File: config.mk
export PLATFORM = sky130hd
export DESIGN_NAME = augmented_reader
export DESIGN_NICKNAME = d
export VERILOG_FILES = /design/src/rtl/augmented_reader.sv
export SDC_FILE = /design/constraint.sdc
export NUM_CORES = 1
export LEC_CHECK = 0
export BUFFER_PORTS_ARGS = -buffer_cell sky130_fd_sc_hd__buf_2
export CORE_MARGIN = 5
export CORE_UTILIZATION = 45
export DETAILED_ROUTE_END_ITERATION = 8
export GPL_TIMING_DRIVEN = 0
export PLACE_DENSITY_LB_ADDON = 0.2
export SETUP_SLACK_MARGIN = 0.05
export SYNTH_ARGS = -nofsm -noshare
export SYNTH_HDL_FRONTEND = slang
export SYNTH_SLANG_ARGS = --single-unit
export TNS_END_PERCENT = 10
File: constraint.sdc
create_clock -name clk -period 10.5 [get_ports clk]
set_input_delay 0.525 -clock clk [delete_from_list [all_inputs] [get_ports clk]]
set_output_delay 0.525 -clock clk [all_outputs]
set_load 0.03 [all_outputs]
File: src/rtl/augmented_reader.sv
`default_nettype none
// ============================================================================
// Module   : augmented_reader
// Purpose  : Streams a complete augmented image out of BRAM once the writer
//            signals it is present. Reads are issued one per cycle into a
//            2-entry output FIFO. Reads are throttled so that buffered plus
//            in-flight pixels never exceed two, so no returned pixel is lost.
//            When the last pixel has been accepted, the module pulses
//            image_read.
// Ports    : clk, reset           - clock, synchronous active-high reset
//            image_written       - pulse: image ready in BRAM
//            bram_addr/bram_en   - BRAM read port (data one cycle later)
//            bram_rdata          - BRAM read data
//            pixel_out/_valid    - output stream, held stable while stalled
//            pixel_out_ready     - consumer accept
//            busy                - image being read (READ or DRAIN)
//            image_read          - pulse: last pixel accepted, BRAM free
//            pixel_out_last      - (only with AUGMENTED_READER_LAST_EN)
//                                  final pixel is at the output
// Macro    : AUGMENTED_READER_LAST_EN adds the pixel_out_last port
// Revision : 1.0 - initial release
// ============================================================================
module augmented_reader #(
    parameter int PIXEL_WIDTH = 8,
    parameter int NUM_PIXELS  = 784,
    parameter int ADDR_WIDTH  = 11
) (
    input  logic                   clk,
    input  logic                   reset,
    input  logic                   image_written,
    output logic [ADDR_WIDTH-1:0]  bram_addr,
    output logic                   bram_en,
    input  logic [PIXEL_WIDTH-1:0] bram_rdata,
    output logic [PIXEL_WIDTH-1:0] pixel_out,
    output logic                   pixel_out_valid,
    input  logic                   pixel_out_ready,
    output logic                   busy,
    output logic                   image_read
`ifdef AUGMENTED_READER_LAST_EN
    ,
    output logic                   pixel_out_last
`endif
);

    localparam int c_PX_W = $clog2(NUM_PIXELS + 1);
    localparam logic [ADDR_WIDTH-1:0] c_LAST_ADDR = ADDR_WIDTH'(NUM_PIXELS - 1);
    localparam logic [c_PX_W-1:0]     c_LAST_PX   = c_PX_W'(NUM_PIXELS - 1);

    localparam logic [1:0] c_ST_IDLE  = 2'd0;
    localparam logic [1:0] c_ST_READ  = 2'd1;
    localparam logic [1:0] c_ST_DRAIN = 2'd2;

    logic [1:0]             r_state;
    logic [1:0]             w_state_nxt;
    logic [ADDR_WIDTH-1:0]  r_rd_addr;
    logic [c_PX_W-1:0]      r_px_cnt;
    logic                   r_inflight;
    logic [PIXEL_WIDTH-1:0] r_fifo0;     // FIFO head
    logic [PIXEL_WIDTH-1:0] r_fifo1;
    logic [1:0]             r_fifo_cnt;
    logic                   r_image_read;

    logic                   w_pop;
    logic                   w_issue;
    logic [2:0]             w_level;
    logic                   w_last_pop;
    logic                   w_start;

    // Outputs are forced to zero during the reset cycle itself, not only
    // after the registers have cleared.
    assign pixel_out_valid = !reset && (r_fifo_cnt != 2'd0);
    assign pixel_out       = reset ? '0 : r_fifo0;
    assign bram_addr       = reset ? '0 : r_rd_addr;
    assign bram_en         = w_issue;
    assign busy            = !reset && (r_state != c_ST_IDLE);
    assign image_read      = !reset && r_image_read;

`ifdef AUGMENTED_READER_LAST_EN
    // r_px_cnt counts accepted pixels, so it is the index of the head pixel.
    assign pixel_out_last  = pixel_out_valid && (r_px_cnt == c_LAST_PX);
`endif

    assign w_pop   = pixel_out_valid && pixel_out_ready;
    assign w_start = (r_state == c_ST_IDLE) && image_written;

    // Occupancy after this cycle's pop: buffered + in flight - popped.
    // A new read is issued only when this occupancy leaves room for one more
    // pixel, so the 2-entry FIFO can never overflow.
    assign w_level    = {1'b0, r_fifo_cnt} + {2'b00, r_inflight} - {2'b00, w_pop};
    assign w_issue    = !reset && (r_state == c_ST_READ) && (w_level < 3'd2);
    assign w_last_pop = w_pop && (r_state == c_ST_DRAIN) && (r_px_cnt == c_LAST_PX);

    always_comb begin
        w_state_nxt = r_state;
        case (r_state)
            c_ST_IDLE:  if (image_written) w_state_nxt = c_ST_READ;
            c_ST_READ:  if (w_issue && (r_rd_addr == c_LAST_ADDR)) w_state_nxt = c_ST_DRAIN;
            c_ST_DRAIN: if (w_last_pop) w_state_nxt = c_ST_IDLE;
            default:    w_state_nxt = c_ST_IDLE;
        endcase
    end

    always_ff @(posedge clk) begin
        if (reset) begin
            r_state      <= c_ST_IDLE;
            r_rd_addr    <= '0;
            r_px_cnt     <= '0;
            r_inflight   <= 1'b0;
            r_fifo0      <= '0;
            r_fifo1      <= '0;
            r_fifo_cnt   <= 2'd0;
            r_image_read <= 1'b0;
        end else begin
            r_state      <= w_state_nxt;
            r_inflight   <= w_issue;
            r_image_read <= w_last_pop;

            if (w_start) begin
                r_rd_addr <= '0;
                r_px_cnt  <= '0;
            end else begin
                if (w_issue) r_rd_addr <= r_rd_addr + 1'b1;
                if (w_pop)   r_px_cnt  <= r_px_cnt + 1'b1;
            end

            // Shift-register FIFO: the head only changes on a pop, which
            // keeps pixel_out stable while the consumer stalls.
            case ({r_inflight, w_pop})
                2'b10: begin
                    if (r_fifo_cnt == 2'd0) r_fifo0 <= bram_rdata;
                    else                    r_fifo1 <= bram_rdata;
                    r_fifo_cnt <= r_fifo_cnt + 2'd1;
                end
                2'b01: begin
                    r_fifo0    <= r_fifo1;
                    r_fifo_cnt <= r_fifo_cnt - 2'd1;
                end
                2'b11: begin
                    if (r_fifo_cnt == 2'd1) begin
                        r_fifo0 <= bram_rdata;
                    end else begin
                        r_fifo0 <= r_fifo1;
                        r_fifo1 <= bram_rdata;
                    end
                end
                default: ;
            endcase
        end
    end

endmodule
`default_nettype wire

# Yosys cells after proc, flatten, opt, wreduce, memory -nomap -nowiden
# Index checks and enable logic that the tools add are counted.
# W data, S select, Z words.
dict set report totals {
  ff_bits 43
  inputBits 12
  output_inout_bits 23
  word_cells 64
}
dict set report classes {
  n_addsub 6
  order_cmp 1
  n_eq_ne 14
  n_mux 13
  n_reduce_logical 22
}
# op count
set ops {}
lappend ops {{$mux W8} 5}
lappend ops {{$pmux W8 S3} 1}
lappend ops {{$pmux W8 S2} 1}
lappend ops {{$add A11 B1 Y11 const B} 1}
lappend ops {{$eq A11 B10 Y1 const B} 1}
lappend ops {{$mux W11} 1}
lappend ops {{$add A10 B1 Y10 const B} 1}
lappend ops {{$eq A10 B10 Y1 const B} 1}
lappend ops {{$logic_and A1 B1 Y1} 10}
lappend ops {{$ne A2 B2 Y1 const B} 5}
lappend ops {{$reduce_bool A2 Y1} 4}
lappend ops {{$eq A2 B1 Y1 const B} 3}
lappend ops {{$eq A2 B2 Y1 const B} 3}
lappend ops {{$mux W2} 3}
lappend ops {{$pmux W2 S3} 1}
lappend ops {{$reduce_and A3 Y1} 2}
lappend ops {{$logic_not A2 Y1} 2}
lappend ops {{$pmux W2 S2} 1}
lappend ops {{$add A2 B1 Y3} 1}
lappend ops {{$lt A3 B2 Y1 const B} 1}
lappend ops {{$reduce_bool A3 Y1} 1}
lappend ops {{$sub A3 B1 Y3} 1}
lappend ops {{$add A2 B1 Y2 const B} 1}
lappend ops {{$ne A2 B1 Y1 const B} 1}
lappend ops {{4 further kinds} 4}

# Depth between registers and ports, before layout
# Gate-level depths: netlist of run 1.
dict set report depth {
  word_depth 9
  ltp_mapped 13
  depth_no_buf 11
}

# Worst setup path before layout of run 1
# OpenSTA, ideal clock, no wires.
dict set report synth_timing {
  path_kind {reg-to-output}
  start {register r_fifo_cnt[1]}
  end {output bram_en}
  arrival_time_ps 2963
  required_ps 9975
  setup_slack_ps 7012
  stages_incl_launch_ff 12
  path_buffers 2
  cell_sequence {dfxtp_1 inv_1 ha_1 or3b_1 buf_2 inv_2 ha_1 nand2b_1 fa_1 and4bb_4 and2_1 clkbuf_1}
}
dict set report synth_via {
  elab_chain_cells 6
  word_cells_on_any_way 7
}
# item line
set synth_rtl {}
lappend synth_rtl {{from (decl)} 60} ;# logic [1:0] r_fifo_cnt;
lappend synth_rtl {{from (signal assigned)} 132} ;# r_fifo_cnt <= r_fifo_cnt + 2'd1;
lappend synth_rtl {{from (signal assigned)} 136} ;# r_fifo_cnt <= r_fifo_cnt - 2'd1;
lappend synth_rtl {{$reduce_bool A2 Y1} 71} ;# assign pixel_out_valid = !reset && (r_fifo_cnt != 2'd0);
lappend synth_rtl {{$logic_and A1 B1 Y1} 71}
lappend synth_rtl {{$logic_and A1 B1 Y1} 83} ;# assign w_pop = pixel_out_valid && pixel_out_ready;
lappend synth_rtl {{named net w_pop} 63} ;# logic w_pop;
lappend synth_rtl {{$sub A3 B1 Y3} 89} ;# assign w_level = {1'b0, r_fifo_cnt} + {2'b00, r_inflight} - {2'b00, w_pop};
lappend synth_rtl {{$lt A3 B2 Y1} 90} ;# assign w_issue = !reset && (r_state == c_ST_READ) && (w_level < 3'd2);
lappend synth_rtl {{$logic_and A1 B1 Y1} 90}
lappend synth_rtl {{to (decl)} 32} ;# output logic bram_en,
# The timed path passes the listed nets, and every way through them passes these cells.

# Final worst setup path of run 1
# Ends and elaborated chain as after synthesis.

==> out/metrics.csv, run 1 <==
stage;metric;value;unit
place;dpl.cell_count;324;
place;gp_congestion;0.804;
sta;fin_skew;8.59;ps
clock_tree;cts.htree.levels;2;
sta;worst_pin_slew;614;ps
yosys;yosysWarnings;0;
power_and_ir_drop;peakVddDrop;0.133;mV
power_and_ir_drop;power_density;194;mW/mm²
setup_path;cp_max_fo;11;
global_route;grt_usage;14.8;%
hold_path;worstHoldStart;r_rd_addr[9]$_SDFFE_PP0P_;
outcome;outcome;finished clean;
finish;multi_input_area;0.00120;mm²
clock_tree;post-cts-setup-buffers;0;
setup_path;cp-start-kind;register;
power_and_ir_drop;clock_power_share;21.3;%
clock_tree;cts_sinks;43;
clock_tree;cts_inserted_buffers;5;
yosys;postSynthCellCount;237;
yosys;yosysTopAreaCell;dfxtp_1;
yosys;synth.most_common_cell;dfxtp_1;
setup_path;crit_path_start;r_fifo_cnt[1]$_SDFFE_PP0P_;
clock_tree;cts_tree;built;
yosys;syn_nets;259;
setup_path;rr_startpoint;r_fifo_cnt[1]$_SDFFE_PP0P_;
global_route;grt_pass1_vias;1570;
route;drc;0;
yosys;synth_seq_cells;43;
sta;max-slew-margin-rel;59.0;%
power_and_ir_drop;p_leak;1.01;nW
clock_tree;hold_buffers;0;
finish;nFillCells;464;
clock_tree;clkTransAtPathRegs;80;ps
die;core-area;0.00466;mm²
power_and_ir_drop;intPower;0.000302;W
hold_path;min_path_type;register to register;
power_and_ir_drop;pwr-share-seq;42.8;%
die;die_area;0.00621;mm²
route;vias;1739;
yosys;async_reset_ff_share;0;%
route;antenna_left;0;
global_route;overflow;0;
die;initial_core_util;45.7;%
clock_tree;cts_resized;0;
finish;drive_gt1_share;17.6;%
yosys;synth_common_cells;dfxtp_1, nor2_1, nor2b_1, nand2_1;
yosys;synth_top_flop_cell;dfxtp_1;
clock_tree;clock_path_buffers;2;
global_route;antenna_found_initial;0;
finish;final_util;52.4;%
setup_path;cp.required;9980;ps
finish;stdcell_count;332;
setup_path;end_kind;output port;
sta;setup_viol;0;
clock_tree;root_buffer;clkbuf_8;
finish;regArea;861;µm²
finish;syn2layout_area_growth;14.7;%
place;portBuffers;33;
route;detail_route.vias_per_cell;5.24;
die;ioPinCount;35;
place;hpwl;3200;µm
route;post_drt_wl_per_cell;13.0;µm
sta;slew_viol_final;0;
yosys;ys_seq_area_share;40.4;%
die;rows;25;
sta;period_share;38.3;%
finish;num_antenna_cells;0;
die;die_h;78.8;µm
yosys;post_synth_num_cell_types;43;
power_and_ir_drop;swShare;36.2;%
route;routed_wl;4310;µm
die;die_width;78.8;µm
yosys;syn_area_per_cell;8.99;µm²
yosys;synth_edf_count;0;
job;maxCapViolCount;0;
sta;tns;0;ps
power_and_ir_drop;power_frac_comb;36.0;%
power_and_ir_drop;total_power;0.000473;W
global_route;grt_pass1_wl;7430;µm
sta;rsz0062_at_grt;no;
setup_path;arrival;3500;ps
clock_tree;clock_latency;290;ps
sta;max_freq;0.249;GHz
yosys;synth_area;0.00213;mm²
power_and_ir_drop;switchingPower;0.000171;W
route;drt-initial-drc-count;45;
yosys;synth_area_leaders;dfxtp_1, nor2_1, nor2b_1;
sta;hold_violations;0;
yosys;yosysTopAreaCellShare;40.4;%
finish;fin_nets;299;
route;drtPass1Iterations;4;
global_route;grt_max_degree;13;
setup_path;path_class;register to output port;
sta;min_period;4020;ps
## cells by family (layout without fill, tap and decap cells)
| group | after synthesis | in the layout | share of synthesized area [%] |
|---|---|---|---|
| AND/OR/NAND/NOR | 105 | 105 | 26.9 |
| flip-flops | 43 | 43 | 40.4 |
| AO/OA/AOI/OAI | 37 | 37 | 11.9 |
| buffers and inverters | 17 | 58 | 3.41 |
| XOR/XNOR | 16 | 16 | 6.93 |
| adder cells (fa/ha/maj) | 10 | 10 | 6.23 |
| multiplexers | 9 | 9 | 4.23 |
## worst max-delay path, cell delays in order (launching register included)
cell and delay (ps):
dfxtp_1 450, inv_1 100, ha_1 230, or3b_1 370
buf_2 180, inv_2 170, ha_1 260, nand2b_1 150
fa_1 410, xnor2_2 350, and2_1 180, clkbuf_1 160
buf_2 220
## sequential cells by signal, summed over array words and instances, names as in the netlist
signal and flops:
r_state 2, r_image_read 1, r_fifo1 8, r_fifo0 8, r_rd_addr 11, r_fifo_cnt 2
r_px_cnt 10, r_inflight 1
## worst paths after layout
check	endpoint	slack [ps]	cells after the start
setup / recovery	bram_en	6480	12
hold / removal	r_rd_addr[9]$_SDFFE_PP0P_	490	2
setup reg to reg	r_state[0]$_SDFFE_PP0P_	6900	12
hold reg to reg	r_rd_addr[9]$_SDFFE_PP0P_	490	2
## per-layer routing
layer	GRT usage [%]	vias to the layer above	part of all wire [%]	routed length, µm
met3	4.54	6	5.1	221
met5	0	-	0	0
met2	22.6	34	44	1870
met4	3.67	0	1.1	46
li1	-	907	-	-
met1	20.4	792	50	2160
## area by class of cell
cell class | instances | area share, %
timing repair buffer | 33 | 6.76
buffer | 10 | 1.89
tap | 54 | 2.76
multi-input combinational | 177 | 49.0
inverter | 7 | 1.08
clock buffer | 7 | 3.12
clock inverter | 1 | 0.205
sequential | 43 | 35.2
## power by group through the flow
stage / registers [W] / logic [W] / clock network, W
CTS: 0.000203 / 0.000172 / 0.000104
floorplan: 0.000203 / 0.000137 / 0
global placement: 0.000206 / 0.000169 / 0
detailed placement: 0.000206 / 0.000172 / 0
finish: 0.000202 / 0.000170 / 0.000101
global route: 0.000207 / 0.000188 / 0.000113
## through the flow
stage	hold slack [ps]	worst slack [ps]	cell area, µm²
final	490	6480	2440
after global routing	495	6200	2440
after CTS	486	6440	2440
after detailed placement	477	6750	2360
after global placement	470	6770	2360
after floorplan	456	7010	2130
## cells in the final DEF (no fill, tap or decap), drive strengths merged, types with 2 or more instances in the layout
master	instances
ha	9
a22oi	8
nor2	38
or4	4
and4	2
buf	35
nor2b	19
xor2	8
mux2i	9
inv	7
nand3	5
dfxtp	43
or3	4
nand4	7
nor4	2
a211oi	9
o211ai	2
a21oi	9
a21o	2
clkbuf	15
or3b	2
and3	2
o21ai	5
nand2	12
and2	3
xnor2	8
No activity file was read; power rests on OpenSTA's default activity.
==> inputs of run 2 (changes only) <==
Clock period 10.5 ns to 4 ns, I/O delays scaled along.
==> out/metrics.csv, run 2 (same netlist as run 1, synthesis figures left out) <==
stage;metric;value;unit;change
outcome;outcome;finished clean;;
clock_tree;cts_tree;built;;
sta;min_period;3630;ps;
global_route;gr-usage-met2;22.6;%;unchanged
sta;tns;0;ps;unchanged
setup_path;crit_path_top_delay_cell;fa_1;;
clock_tree;cts_resized;0;;unchanged
global_route;grt_pass1_vias;1570;;unchanged
die;core-area;0.00466;mm²;unchanged
setup_path;slowest_delay;480;ps;+30 ps
setup_path;worst-path-buf-inv;5;;unchanged
setup_path;cp.required;3800;ps;-6180 ps
sta;hold-worst-slack;168;ps;-322 ps
sta;period_share;90.7;%;
route;antenna_left;0;;unchanged
route;drt-initial-drc-count;61;;+36%
die;die_width;78.8;µm;unchanged
clock_tree;root_buffer;clkbuf_8;;
route;detail_route.vias_per_cell;5.20;;-0.69%
clock_tree;clock_latency;280;ps;about the same
finish;layout_commonest_cell;dfxtp_1;;
setup_path;cp_cell_sequence;inv_1 -> ha_1 -> or3b_1 -> buf_2 -> inv_2 -> ha_1 -> nand2b_1 -> fa_1 -> and4bb_4 -> and2_1 -> clkbuf_1 -> buf_2;;
power_and_ir_drop;p_leak;1.01;nW;+0.20%
die;initial_core_util;45.7;%;unchanged
die;ioPinCount;35;;unchanged
global_route;gr-max-usage-layer;met2;;
sta;fin_skew;7.60;ps;-0.992 ps
sta;max_freq;0.276;GHz;
place;hpwl;3200;µm;unchanged
place;gp_congestion;0.804;;unchanged
sta;hold_violations;0;;unchanged
route;drtPass1Iterations;4;;unchanged
global_route;use_met1;20.4;%;unchanged
finish;fin_nets;299;;unchanged
global_route;grt_max_degree;13;;unchanged
power_and_ir_drop;power_density;514;mW/mm²;+170%
setup_path;arrival;3430;ps;-70 ps
clock_tree;clock_path_buffers;2;;unchanged
clock_tree;clkTransAtPathRegs;70;ps;about the same
die;die_h;78.8;µm;unchanged
die;die_area;0.00621;mm²;unchanged
finish;largest_registers;r_rd_addr: 11 flops, r_px_cnt: 10 flops;;
global_route;grt_pass1_wl;7430;µm;unchanged
place;place_ws;376;ps;-6380 ps
clock_tree;post-cts-setup-buffers;0;;unchanged
finish;nFillCells;459;;-1.1%
global_route;grt_usage;14.8;%;unchanged
clock_tree;cts.htree.levels;2;;unchanged
power_and_ir_drop;peakVddDrop;0.359;mV;+170%
die;rows;25;;unchanged
finish;largest_reg_flops;11;;unchanged
clock_tree;cts_inserted_buffers;5;;unchanged
hold_path;min_path_type;input port to register;;
sta;slew_viol_final;0;;unchanged
setup_path;cp_max_fo;11;;unchanged
global_route;antenna_found_initial;0;;unchanged
route;routed_wl;4330;µm;+0.51%
finish;final_cell_mix;dfxtp_1, nor2_1, buf_2, nor2b_1, nand2_1;;
sta;layout_setup_ws;372;ps;-6110 ps
finish;top_register;r_rd_addr;;
setup_path;cp-start-kind;register;;
power_and_ir_drop;total_power;0.00126;W;+170%
finish;drive_gt1_share;18.0;%;+0.36 points
route;post_drt_wl_per_cell;13.0;µm;+0.51%
clock_tree;hold_buffers;0;;unchanged
job;maxCapViolCount;0;;unchanged
finish;syn2layout_area_growth;15.3;%;
sta;max-slew-margin-rel;59.3;%;+0.38 points
sta;worst_pin_slew;608;ps;-5.63 ps
setup_path;critical-path-top-delay-family;adder cells;;
sta;rsz0062_at_grt;no;;
setup_path;end_kind;output port;;
clock_tree;cts_sinks;43;;unchanged
route;vias;1727;;-0.69%
setup_path;path_class;register to output port;;
finish;num_antenna_cells;0;;unchanged
global_route;use_met3;4.54;%;unchanged
sta;setup_viol;0;;unchanged
global_route;overflow;0;;unchanged
route;drc;0;;unchanged
place;portBuffers;33;;unchanged
## run 2: cell counts in the layout (fill, tap and decap cells not counted)
No cell type changed its count.
## run 2: power by group
group	switching (W)	total, W	internal (W)
logic	0.000271	0.000463	0.000192
clock network	0.000141	0.000264	0.000123
registers	0.0000432	0.000535	0.000492
total	0.000455	0.00126	0.000807
## run 2: stage by stage
step                std cells  instance area [µm²]  util [%]
global route              332                 2460      52.7
CTS                       332                 2440      52.4
global placement          324                 2360      50.7
finish                    332                 2460      52.7
floorplan                 237                 2130         -
detailed placement        324                 2360      50.7
## run 2: routing by layer
metal	share of wire (%)	routed length [µm]
met5	0	0
met4	0.72	31
met3	4.3	184
met2	44	1920
met1	51	2190
## run 2: worst register-to-register path: stages (launching register included)
cell and delay [ps]:
dfxtp_2 420, inv_1 80, ha_1 230, or3b_1 370
buf_2 170, inv_2 170, ha_1 260, nand2b_1 150
fa_1 480, and4bb_4 290, nand3_4 130, or4_4 560
o211a_1 120
## run 2: worst paths after layout
check                                   from  depth (start not counted)                         to  slack, ps
setup / recovery  r_fifo_cnt[1]$_SDFFE_PP0P_                         12                    bram_en        370
hold / removal                 bram_rdata[2]                          3    r_fifo1[2]$_SDFFE_PP0P_        170
setup reg to reg  r_fifo_cnt[1]$_SDFFE_PP0P_                         12    r_state[0]$_SDFFE_PP0P_        460
hold reg to reg    r_rd_addr[9]$_SDFFE_PP0P_                          2  r_rd_addr[9]$_SDFFE_PP0P_        490
## run 2: final cells by class
class,instances,area [µm²],share of cell area (%)
clock buffers,7,76.3,3.11
clock inverters,1,5.00,0.204
plain buffers,10,46.3,1.88
repair buffers,33,165,6.72
inverters,7,26.3,1.07
well taps,54,67.6,2.75
flip-flops and latches,43,862,35.1
multi-input cells,177,1210,49.2
